[src/rtl/myo_spi_scheduler_if.sv]
// Register-file inputs, SpiControl handshake and per-motor strobes of the SPI frame scheduler.
// slave = scheduler side, master = register file / SpiControl / consumers side.
interface myo_spi_scheduler_if #(
  parameter int NUMBER_OF_MOTORS = 6
);
  logic                        enable;
  logic [NUMBER_OF_MOTORS-1:0] motor_mask;
  logic [31:0]                 period_cycles;
  logic                        spi_done;
  logic                        start;
  logic [7:0]                  motor;
  logic                        latch;
  logic                        pid_update_valid;
  logic [7:0]                  pid_update;
  logic                        cycle_done;
  logic                        overrun;
  logic [15:0]                 overrun_count;
  logic                        timeout;
  logic                        busy;

  modport slave (
    input  enable, motor_mask, period_cycles, spi_done,
    output start, motor, latch, pid_update_valid, pid_update,
           cycle_done, overrun, overrun_count, timeout, busy
  );

  modport master (
    output enable, motor_mask, period_cycles, spi_done,
    input  start, motor, latch, pid_update_valid, pid_update,
           cycle_done, overrun, overrun_count, timeout, busy
  );
endinterface

[src/rtl/myo_spi_scheduler.sv]
// Walks the enabled motors once per control period, one SPI frame each, with watchdog and overrun tracking.
// All outputs registered; done seen at edge E gives latch at E+1, PID strobe at E+2, next start at E+4.
module myo_spi_scheduler #(
  parameter int NUMBER_OF_MOTORS = 6,
  parameter int TIMEOUT_CYCLES   = 1024
) (
  input logic                clock,
  input logic                reset,
  myo_spi_scheduler_if.slave sched_io
);

  localparam logic [2:0] S_IDLE        = 3'd0;
  localparam logic [2:0] S_SELECT      = 3'd1;
  localparam logic [2:0] S_START       = 3'd2;
  localparam logic [2:0] S_WAIT_ACK    = 3'd3;
  localparam logic [2:0] S_WAIT_DONE   = 3'd4;
  localparam logic [2:0] S_LATCH       = 3'd5;
  localparam logic [2:0] S_UPDATE      = 3'd6;
  localparam logic [2:0] S_PERIOD_WAIT = 3'd7;

  localparam int              WD_W    = $clog2(TIMEOUT_CYCLES) + 1;
  localparam logic [WD_W-1:0] WD_LAST = WD_W'(TIMEOUT_CYCLES - 1);

  logic [2:0]      state_q, state_d;
  logic            first_q, first_d;
  logic [7:0]      motor_q, motor_d;
  logic [WD_W-1:0] wdog_q, wdog_d;
  logic [31:0]     period_q, period_d;
  logic [15:0]     ovr_cnt_q, ovr_cnt_d;
  logic            reload;
  logic            cycle_done_d, timeout_d, overrun_d;

  logic            start_q, latch_q, pid_vld_q, cycle_done_q, overrun_q, timeout_q, busy_q;
  logic [7:0]      pid_update_q;

  logic            next_found;
  logic [7:0]      next_idx;

  // Lowest enabled motor, restricted to indices above the current one once the cycle is under way.
  always_comb begin
    next_found = 1'b0;
    next_idx   = '0;
    for (int i = NUMBER_OF_MOTORS - 1; i >= 0; i--) begin
      if (sched_io.motor_mask[i] && (first_q || (i > int'(motor_q)))) begin
        next_found = 1'b1;
        next_idx   = 8'(i);
      end
    end
  end

  always_comb begin
    state_d      = state_q;
    first_d      = first_q;
    motor_d      = motor_q;
    reload       = 1'b0;
    cycle_done_d = 1'b0;
    timeout_d    = 1'b0;

    case (state_q)
      S_IDLE: begin
        if (sched_io.enable && (|sched_io.motor_mask)) begin
          state_d = S_SELECT;
          first_d = 1'b1;
          reload  = 1'b1;
        end
      end
      S_SELECT: begin
        if (!(|sched_io.motor_mask) || !sched_io.enable) begin
          state_d = S_IDLE;
        end else if (next_found) begin
          motor_d = next_idx;
          state_d = S_START;
        end else begin
          cycle_done_d = 1'b1;
          state_d      = S_PERIOD_WAIT;
        end
      end
      S_START: state_d = S_WAIT_ACK;
      S_WAIT_ACK: begin
        if (!sched_io.spi_done) begin
          state_d = S_WAIT_DONE;
        end else if (wdog_q == WD_LAST) begin
          timeout_d = 1'b1;
          first_d   = 1'b0;
          state_d   = S_SELECT;
        end
      end
      S_WAIT_DONE: begin
        if (sched_io.spi_done) begin
          state_d = S_LATCH;
        end else if (wdog_q == WD_LAST) begin
          timeout_d = 1'b1;
          first_d   = 1'b0;
          state_d   = S_SELECT;
        end
      end
      S_LATCH: state_d = S_UPDATE;
      S_UPDATE: begin
        first_d = 1'b0;
        state_d = S_SELECT;
      end
      S_PERIOD_WAIT: begin
        if (!sched_io.enable) begin
          state_d = S_IDLE;
        end else if (period_q < 32'd2) begin
          // Leave one cycle early so consecutive SELECTs land exactly period_cycles apart.
          state_d = S_SELECT;
          first_d = 1'b1;
          reload  = 1'b1;
        end
      end
      default: state_d = S_IDLE;
    endcase

    wdog_d = (state_d != state_q) ? '0 : wdog_q + 1'b1;
  end

  always_comb begin
    period_d = period_q;
    if (reload) begin
      period_d = sched_io.period_cycles;
    end else if (period_q != 32'd0) begin
      period_d = period_q - 32'd1;
    end
    overrun_d = (period_q == 32'd1) && (state_q != S_IDLE) && (state_q != S_PERIOD_WAIT);
    ovr_cnt_d = (overrun_d && (ovr_cnt_q != 16'hFFFF)) ? ovr_cnt_q + 16'd1 : ovr_cnt_q;
  end

  always_ff @(posedge clock or posedge reset) begin
    if (reset) begin
      state_q      <= S_IDLE;
      first_q      <= 1'b0;
      motor_q      <= '0;
      wdog_q       <= '0;
      period_q     <= '0;
      ovr_cnt_q    <= '0;
      start_q      <= 1'b0;
      latch_q      <= 1'b0;
      pid_vld_q    <= 1'b0;
      pid_update_q <= '0;
      cycle_done_q <= 1'b0;
      overrun_q    <= 1'b0;
      timeout_q    <= 1'b0;
      busy_q       <= 1'b0;
    end else begin
      state_q      <= state_d;
      first_q      <= first_d;
      motor_q      <= motor_d;
      wdog_q       <= wdog_d;
      period_q     <= period_d;
      ovr_cnt_q    <= ovr_cnt_d;
      start_q      <= (state_d == S_START);
      latch_q      <= (state_d == S_LATCH);
      pid_vld_q    <= (state_d == S_UPDATE);
      if (state_d == S_UPDATE) begin
        pid_update_q <= motor_q;
      end
      cycle_done_q <= cycle_done_d;
      overrun_q    <= overrun_d;
      timeout_q    <= timeout_d;
      busy_q       <= (state_d != S_IDLE);
    end
  end

  assign sched_io.start            = start_q;
  assign sched_io.motor            = motor_q;
  assign sched_io.latch            = latch_q;
  assign sched_io.pid_update_valid = pid_vld_q;
  assign sched_io.pid_update       = pid_update_q;
  assign sched_io.cycle_done       = cycle_done_q;
  assign sched_io.overrun          = overrun_q;
  assign sched_io.overrun_count    = ovr_cnt_q;
  assign sched_io.timeout          = timeout_q;
  assign sched_io.busy             = busy_q;

endmodule

[src/flat_wrapper.sv]
// flat-port wrapper written by rule: the top's interface ports become plain ports
module myo_spi_scheduler_flat 
#(
  parameter int NUMBER_OF_MOTORS = 6,
  parameter int TIMEOUT_CYCLES   = 1024
)
  (clock, reset, sched_io_enable, sched_io_motor_mask, sched_io_period_cycles, sched_io_spi_done, sched_io_start, sched_io_motor, sched_io_latch, sched_io_pid_update_valid, sched_io_pid_update, sched_io_cycle_done, sched_io_overrun, sched_io_overrun_count, sched_io_timeout, sched_io_busy);
  myo_spi_scheduler_if #(.NUMBER_OF_MOTORS(NUMBER_OF_MOTORS)) sched_io_i ();
  input logic clock;
  input logic reset;
  input wire logic [$bits(sched_io_i.enable)-1:0] sched_io_enable;
  input wire logic [$bits(sched_io_i.motor_mask)-1:0] sched_io_motor_mask;
  input wire logic [$bits(sched_io_i.period_cycles)-1:0] sched_io_period_cycles;
  input wire logic [$bits(sched_io_i.spi_done)-1:0] sched_io_spi_done;
  output wire logic [$bits(sched_io_i.start)-1:0] sched_io_start;
  output wire logic [$bits(sched_io_i.motor)-1:0] sched_io_motor;
  output wire logic [$bits(sched_io_i.latch)-1:0] sched_io_latch;
  output wire logic [$bits(sched_io_i.pid_update_valid)-1:0] sched_io_pid_update_valid;
  output wire logic [$bits(sched_io_i.pid_update)-1:0] sched_io_pid_update;
  output wire logic [$bits(sched_io_i.cycle_done)-1:0] sched_io_cycle_done;
  output wire logic [$bits(sched_io_i.overrun)-1:0] sched_io_overrun;
  output wire logic [$bits(sched_io_i.overrun_count)-1:0] sched_io_overrun_count;
  output wire logic [$bits(sched_io_i.timeout)-1:0] sched_io_timeout;
  output wire logic [$bits(sched_io_i.busy)-1:0] sched_io_busy;
  assign sched_io_i.enable = sched_io_enable;
  assign sched_io_i.motor_mask = sched_io_motor_mask;
  assign sched_io_i.period_cycles = sched_io_period_cycles;
  assign sched_io_i.spi_done = sched_io_spi_done;
  assign sched_io_start = sched_io_i.start;
  assign sched_io_motor = sched_io_i.motor;
  assign sched_io_latch = sched_io_i.latch;
  assign sched_io_pid_update_valid = sched_io_i.pid_update_valid;
  assign sched_io_pid_update = sched_io_i.pid_update;
  assign sched_io_cycle_done = sched_io_i.cycle_done;
  assign sched_io_overrun = sched_io_i.overrun;
  assign sched_io_overrun_count = sched_io_i.overrun_count;
  assign sched_io_timeout = sched_io_i.timeout;
  assign sched_io_busy = sched_io_i.busy;
  myo_spi_scheduler #(.NUMBER_OF_MOTORS(NUMBER_OF_MOTORS), .TIMEOUT_CYCLES(TIMEOUT_CYCLES)) u_core (.clock(clock), .reset(reset), .sched_io(sched_io_i));
endmodule
[config.mk]
export PLATFORM = sky130hd
export DESIGN_NAME = myo_spi_scheduler_flat
export DESIGN_NICKNAME = d
export VERILOG_FILES = /design/src/rtl/myo_spi_scheduler_if.sv /design/src/rtl/myo_spi_scheduler.sv /design/src/flat_wrapper.sv
export SDC_FILE = /design/constraint.sdc
export NUM_CORES = 1
export LEC_CHECK = 0
export CAP_MARGIN = 25
export CORE_MARGIN = 10
export CORE_UTILIZATION = 35
export CTS_CLUSTER_SIZE = 40
export DETAILED_ROUTE_END_ITERATION = 16
export GPL_ROUTABILITY_DRIVEN = 0
export GPL_TIMING_DRIVEN = 0
export PLACE_DENSITY = 0.64
export REMOVE_ABC_BUFFERS = 1
export SLEW_MARGIN = 20
export SYNTH_ARGS = -nofsm -noshare
export SYNTH_HDL_FRONTEND = slang
export SYNTH_SLANG_ARGS = --single-unit
[constraint.sdc]
create_clock -name clock -period 5.35 [get_ports clock]
set_input_delay 1.07 -clock clock [delete_from_list [all_inputs] [get_ports clock]]
set_output_delay 1.07 -clock clock [all_outputs]
set_load 0.005 [all_outputs]
## Yosys cells after proc, flatten, opt, wreduce, memory -nomap -nowiden

Index checks and enable logic that the tools add are counted.

| word-level totals | value |
|---|---|
| flip-flop bits (word level) | 86 |
| logic and storage cells | 113 |
| input port bits | 42 |
| output and inout port bits | 39 |

| operators by class | value |
|---|---|
| reduce and logical (&&, ||, !) cells | 27 |
| multiplexer cells | 42 |
| magnitude comparators | 6 |
| add/subtract/negate cells | 3 |
| bitwise gates (word level) | 1 |
| eq/ne operators | 20 |

Operators by type and width:

| kind | number |
|---|---|
| $mux 32 | 2 |
| $mux 3 | 14 |
| $eq 32x1->1 const B | 1 |
| $lt 32x2->1 const B | 1 |
| $reduce_bool 32->1 | 1 |
| $sub 32x1->32 const B | 1 |
| $pmux 3 s8 | 1 |
| $mux 1 | 21 |
| $eq 3x3->1 const B | 6 |
| $add 16x1->16 const B | 1 |
| $gt 2x8->1 const A | 2 |
| $gt 3x8->1 const A | 2 |
| $ne 16x16->1 const B | 1 |
| $add 11x1->11 const B | 1 |
| $eq 11x10->1 const B | 1 |
| $mux 11 | 1 |
| $logic_and 1x1->1 | 10 |
| $eq 3x2->1 const B | 3 |
| $gt 1x8->1 const A | 1 |
| $logic_or 1x1->1 | 6 |
| $ne 2x2->1 const B | 3 |
| $reduce_and 6->1 | 1 |
| $reduce_bool 3->1 | 2 |
| $reduce_or 6->1 | 1 |
| 12 further kinds | 15 |

## Longest topological paths before layout

| depth | value |
|---|---|
| depth in word-level cells | 14 |
| mapped depth | 9 |

## Worst setup path after synthesis

OpenSTA, ideal clock, no wires.

| path | value |
|---|---|
| kind | in2reg |
| start | input port sched_io_motor_mask[0] |
| end | register u_core.period_q[15] |
| setup time | 0.096 ns |
| path buffers | 1 |
| arrival | 2.452 ns |
| stages | 6 |
| setup slack | 2.802 ns |
| cell sequence | nor4_1 > a21bo_2 > or2_2 > clkbuf_1 > nand2_1 > o31ai_1 |

| on the way | value |
|---|---|
| word-level cells in the longest chain between the ends | 5 |

RTL lines:

| item | line | RTL |
|---|---|---|
| from (decl) | flat_wrapper.sv:12 | `input wire logic [$bits(sched_io_i.motor_mask)-1:0] sched_io_motor_mask;` |
| $reduce_or 6->1 * | myo_spi_scheduler.sv:61 | `if (sched_io.enable && (\|sched_io.motor_mask)) begin` |
| $logic_and 1x1->1 * | myo_spi_scheduler.sv:61 |  |
| $mux 1 * | myo_spi_scheduler.sv:61 |  |
| $pmux 1 s2 * | myo_spi_scheduler.sv:59 | `case (state_q)` |
| $mux 32 or $reduce_bool 2->1 (tied branches) | - |  |
| to (signal assigned) | myo_spi_scheduler.sv:150 | `period_q <= period_d;` |
| to (decl) | myo_spi_scheduler.sv:28 | `logic [31:0] period_q, period_d;` |

Every way passes the cells marked *; elsewhere a longest branch is shown, timed or not.
A chain may end at the register's enable or synchronous reset.

## Worst setup path after layout

| path | value |
|---|---|
| start | input port sched_io_motor_mask[1] |
| end | register u_core.period_q[20] |

Same word-level chain as after synthesis.

==> flow_summary.ini <==
[cts]
clock_latency_ns = 0.34
clock_path_buffers = 2
cts_buffers = 9
h-tree-depth = 3
clk_pin_slew_worst_paths_ns = 0.06
clockRootBuffer = clkbuf_16
tritoncts = yes
postCtsSetupBuffers = 0
clock_sinks = 76
cts_hold_buf = 0
cts_resized = 0

[critical_path]
critPathTopFamily = simple AND/OR/NAND/NOR gates
critPathBufInv = 2
arrival_ns = 3.58
crit_chain = clkdlybuf4s50_1 -> nor4_1 -> a21bo_2 -> nor2_1 -> nor2_2 -> buf_6 -> mux2_2
crit_type = input port to flip-flop
required_ns = 5.57
slowest_stage = nor2_2
slowest_delay_ns = 0.58
end_kind = flip-flop
startpoint_type = input port
path_max_fanout = 13

[global_route]
grt_first_pass_wirelength_um = 20200
grt_usage_pct = 13.5
grt_pass1_vias = 4003
grt_remaining_overflow = 0
grt_max_degree = 56
antenna_found_initial = 0

[synth]
synth_cell_types = 66
ys_seq_area_share_pct = 42.2
ys_seq_elements = 76
synth-async-reset-ratio_pct = 100
synth-edff-count = 0
synth_cells = 474
synthFlopType = dfrtp_1
synth_top_area_share_pct = 42.2
avgSynthCellArea_sq_um = 9.50
yosys-top-cells-area = dfrtp_1 42%, xnor2_1 3.5%, a21oi_1 3.3%
yosys.area.top_type = dfrtp_1
yosysWarnings = 0
synth_area_sq_um = 4500

[sta]
rsz0062_at_grt = no
tightest_slew_ns = 0.921
fin_skew_ns = 0.00861
relSlewSlack_pct = 38.6
finalHoldViolations = 0
maxClockFrequency_ghz = 0.298
setup-tns-final_ns = 0
setup_viol = 0
holdWs_ns = 0.489
drv_slew = 0
period_share_pct = 62.8
fin_crit_ns = 3.36

[route]
drt-total-wl_um = 12000
viasPerCell = 5.53
vias = 3920
dr.pass1.iters = 5
wl_per_cell_um = 17.0
antenna_left = 0
drc = 0
first_iter_violations = 256

[final_layout]
finalNonFillerCells = 709
n_fill_cell = 1249
design_area_sq_um = 5590
final_common_cell = dfrtp_1
area_delta_synth_final_pct = 24.1
nNetsFinal = 581
final_cell_mix = 76 x dfrtp_1, 70 x clkdlybuf4s50_1, 30 x a21oi_1, 23 x nand2_1, 22 x o21ai_0
antenna_cells = 0
drive_gt1_share_pct = 8.19

[floorplanning]
die_width_um = 133
die_y_um = 133
start_util_pct = 35.7
die-area_sq_um = 17800
rows = 41
io_pins = 81
coreArea_sq_um = 12600

[power]
powerDensity_nw_per_um2 = 408
vdd_ir_drop_max_uv = 208
power.total_mw = 2.28
p_leak_nw = 2.17

[min_path]
hp-class = flip-flop to flip-flop

[placed_design]
post_dp_cell_area_sq_um = 5290
dp_cells = 693
portBuffers = 70
dp_hpwl_um = 8550

[run]
cap_violations = 0

[outcome]
outcome = completed
## Yosys cell counts (4+ instances only)
master and n:
or4_1 6, o31ai_1 15, nor3_1 13, a211oi_1 10
dfrtp_1 76, a31oi_1 18, nand2_1 23, ha_1 5
or3_1 12, nor2_1 21, o21ai_1 4, nor2b_1 6
inv_1 15, buf_6 4, o41ai_1 4, clkbuf_1 15
mux2_2 7, nor4_1 6, and4_1 5, nand4_1 13
a21oi_1 30, or2_2 4, nand2b_1 6, nand3_1 20
o21ai_0 22, and3_1 9, xor2_1 15, buf_4 12
xnor2_1 18
## cell type report
cell class	instances	area, sq um	share of cell area (%)
timing repair buffer	73	751	13.4
sequential	76	1900	34.0
inverter	15	58.8	1.05
clock buffer	13	270	4.84
tap	172	215	3.85
clock inverter	1	7.51	0.134
multi-input combinational	359	2380	42.7
## flip-flops by register name (all words and copies together), names as in the netlist
name	flops
u_core.period_q	32
u_core.sched_io.overrun_count	16
u_core.wdog_q	11
u_core.sched_io.motor	3
u_core.sched_io.pid_update	3
u_core.state_q	3
u_core.first_q	1
u_core.sched_io.busy	1
u_core.sched_io.cycle_done	1
u_core.sched_io.latch	1
u_core.sched_io.overrun	1
u_core.sched_io.pid_update_valid	1
u_core.sched_io.start	1
u_core.sched_io.timeout	1
## power breakdown
group          internal, mW  switching, mW  total, mW
combinational         0.368          0.387      0.755
clock                 0.347          0.225      0.572
sequential            0.738          0.215      0.953
## stage by stage
stage               setup slack, ns  utilization [%]
global route                   1.86             44.3
finish                         1.99             44.3
CTS                            1.79             44.1
floorplan                      2.34                -
global placement              0.944             41.6
detailed placement             1.45             41.9
## per-layer routing
layer	vias up	GRT usage (%)	part of all wire, %
met1	1902	17.3	47
met2	118	21.7	47
met4	0	4.41	1.6
li1	1887	-	-
met5	-	0	0
met3	13	3.27	4.9
## path summary, 6_finish.rpt
path,slack [ns],to,cells after the start,startpoint
setup / recovery,1.99,u_core.period_q[20]$_DFFE_PP0P_,7,sched_io_motor_mask[1]
hold / removal,0.49,u_core.sched_io.overrun_count[7]$_DFFE_PP0P_,1,u_core.sched_io.overrun_count[7]$_DFFE_PP0P_
setup reg to reg,2.50,u_core.period_q[15]$_DFFE_PP0P_,6,u_core.period_q[24]$_DFFE_PP0P_
hold reg to reg,0.49,u_core.sched_io.overrun_count[7]$_DFFE_PP0P_,1,u_core.sched_io.overrun_count[7]$_DFFE_PP0P_
max in group asynchronous,3.71,u_core.period_q[13]$_DFFE_PP0P_,3,reset
min in group asynchronous,1.05,u_core.sched_io.overrun_count[5]$_DFFE_PP0P_,2,reset
## cells by family (layout without fill, tap and decap cells)
family,count (synthesis),count (layout),share of synthesized area (%)
adder cells (fa/ha/maj),5,5,1.39
multiplexers,9,9,2.31
buffers and inverters,48,102,5.72
AND/OR/NAND/NOR,168,168,22.3
XOR/XNOR,33,33,6.42
flip-flops,76,76,42.2
other,1,10,0.0833
AO/OA/AOI/OAI,134,134,19.6
Power figures use the tool's default switching activity.
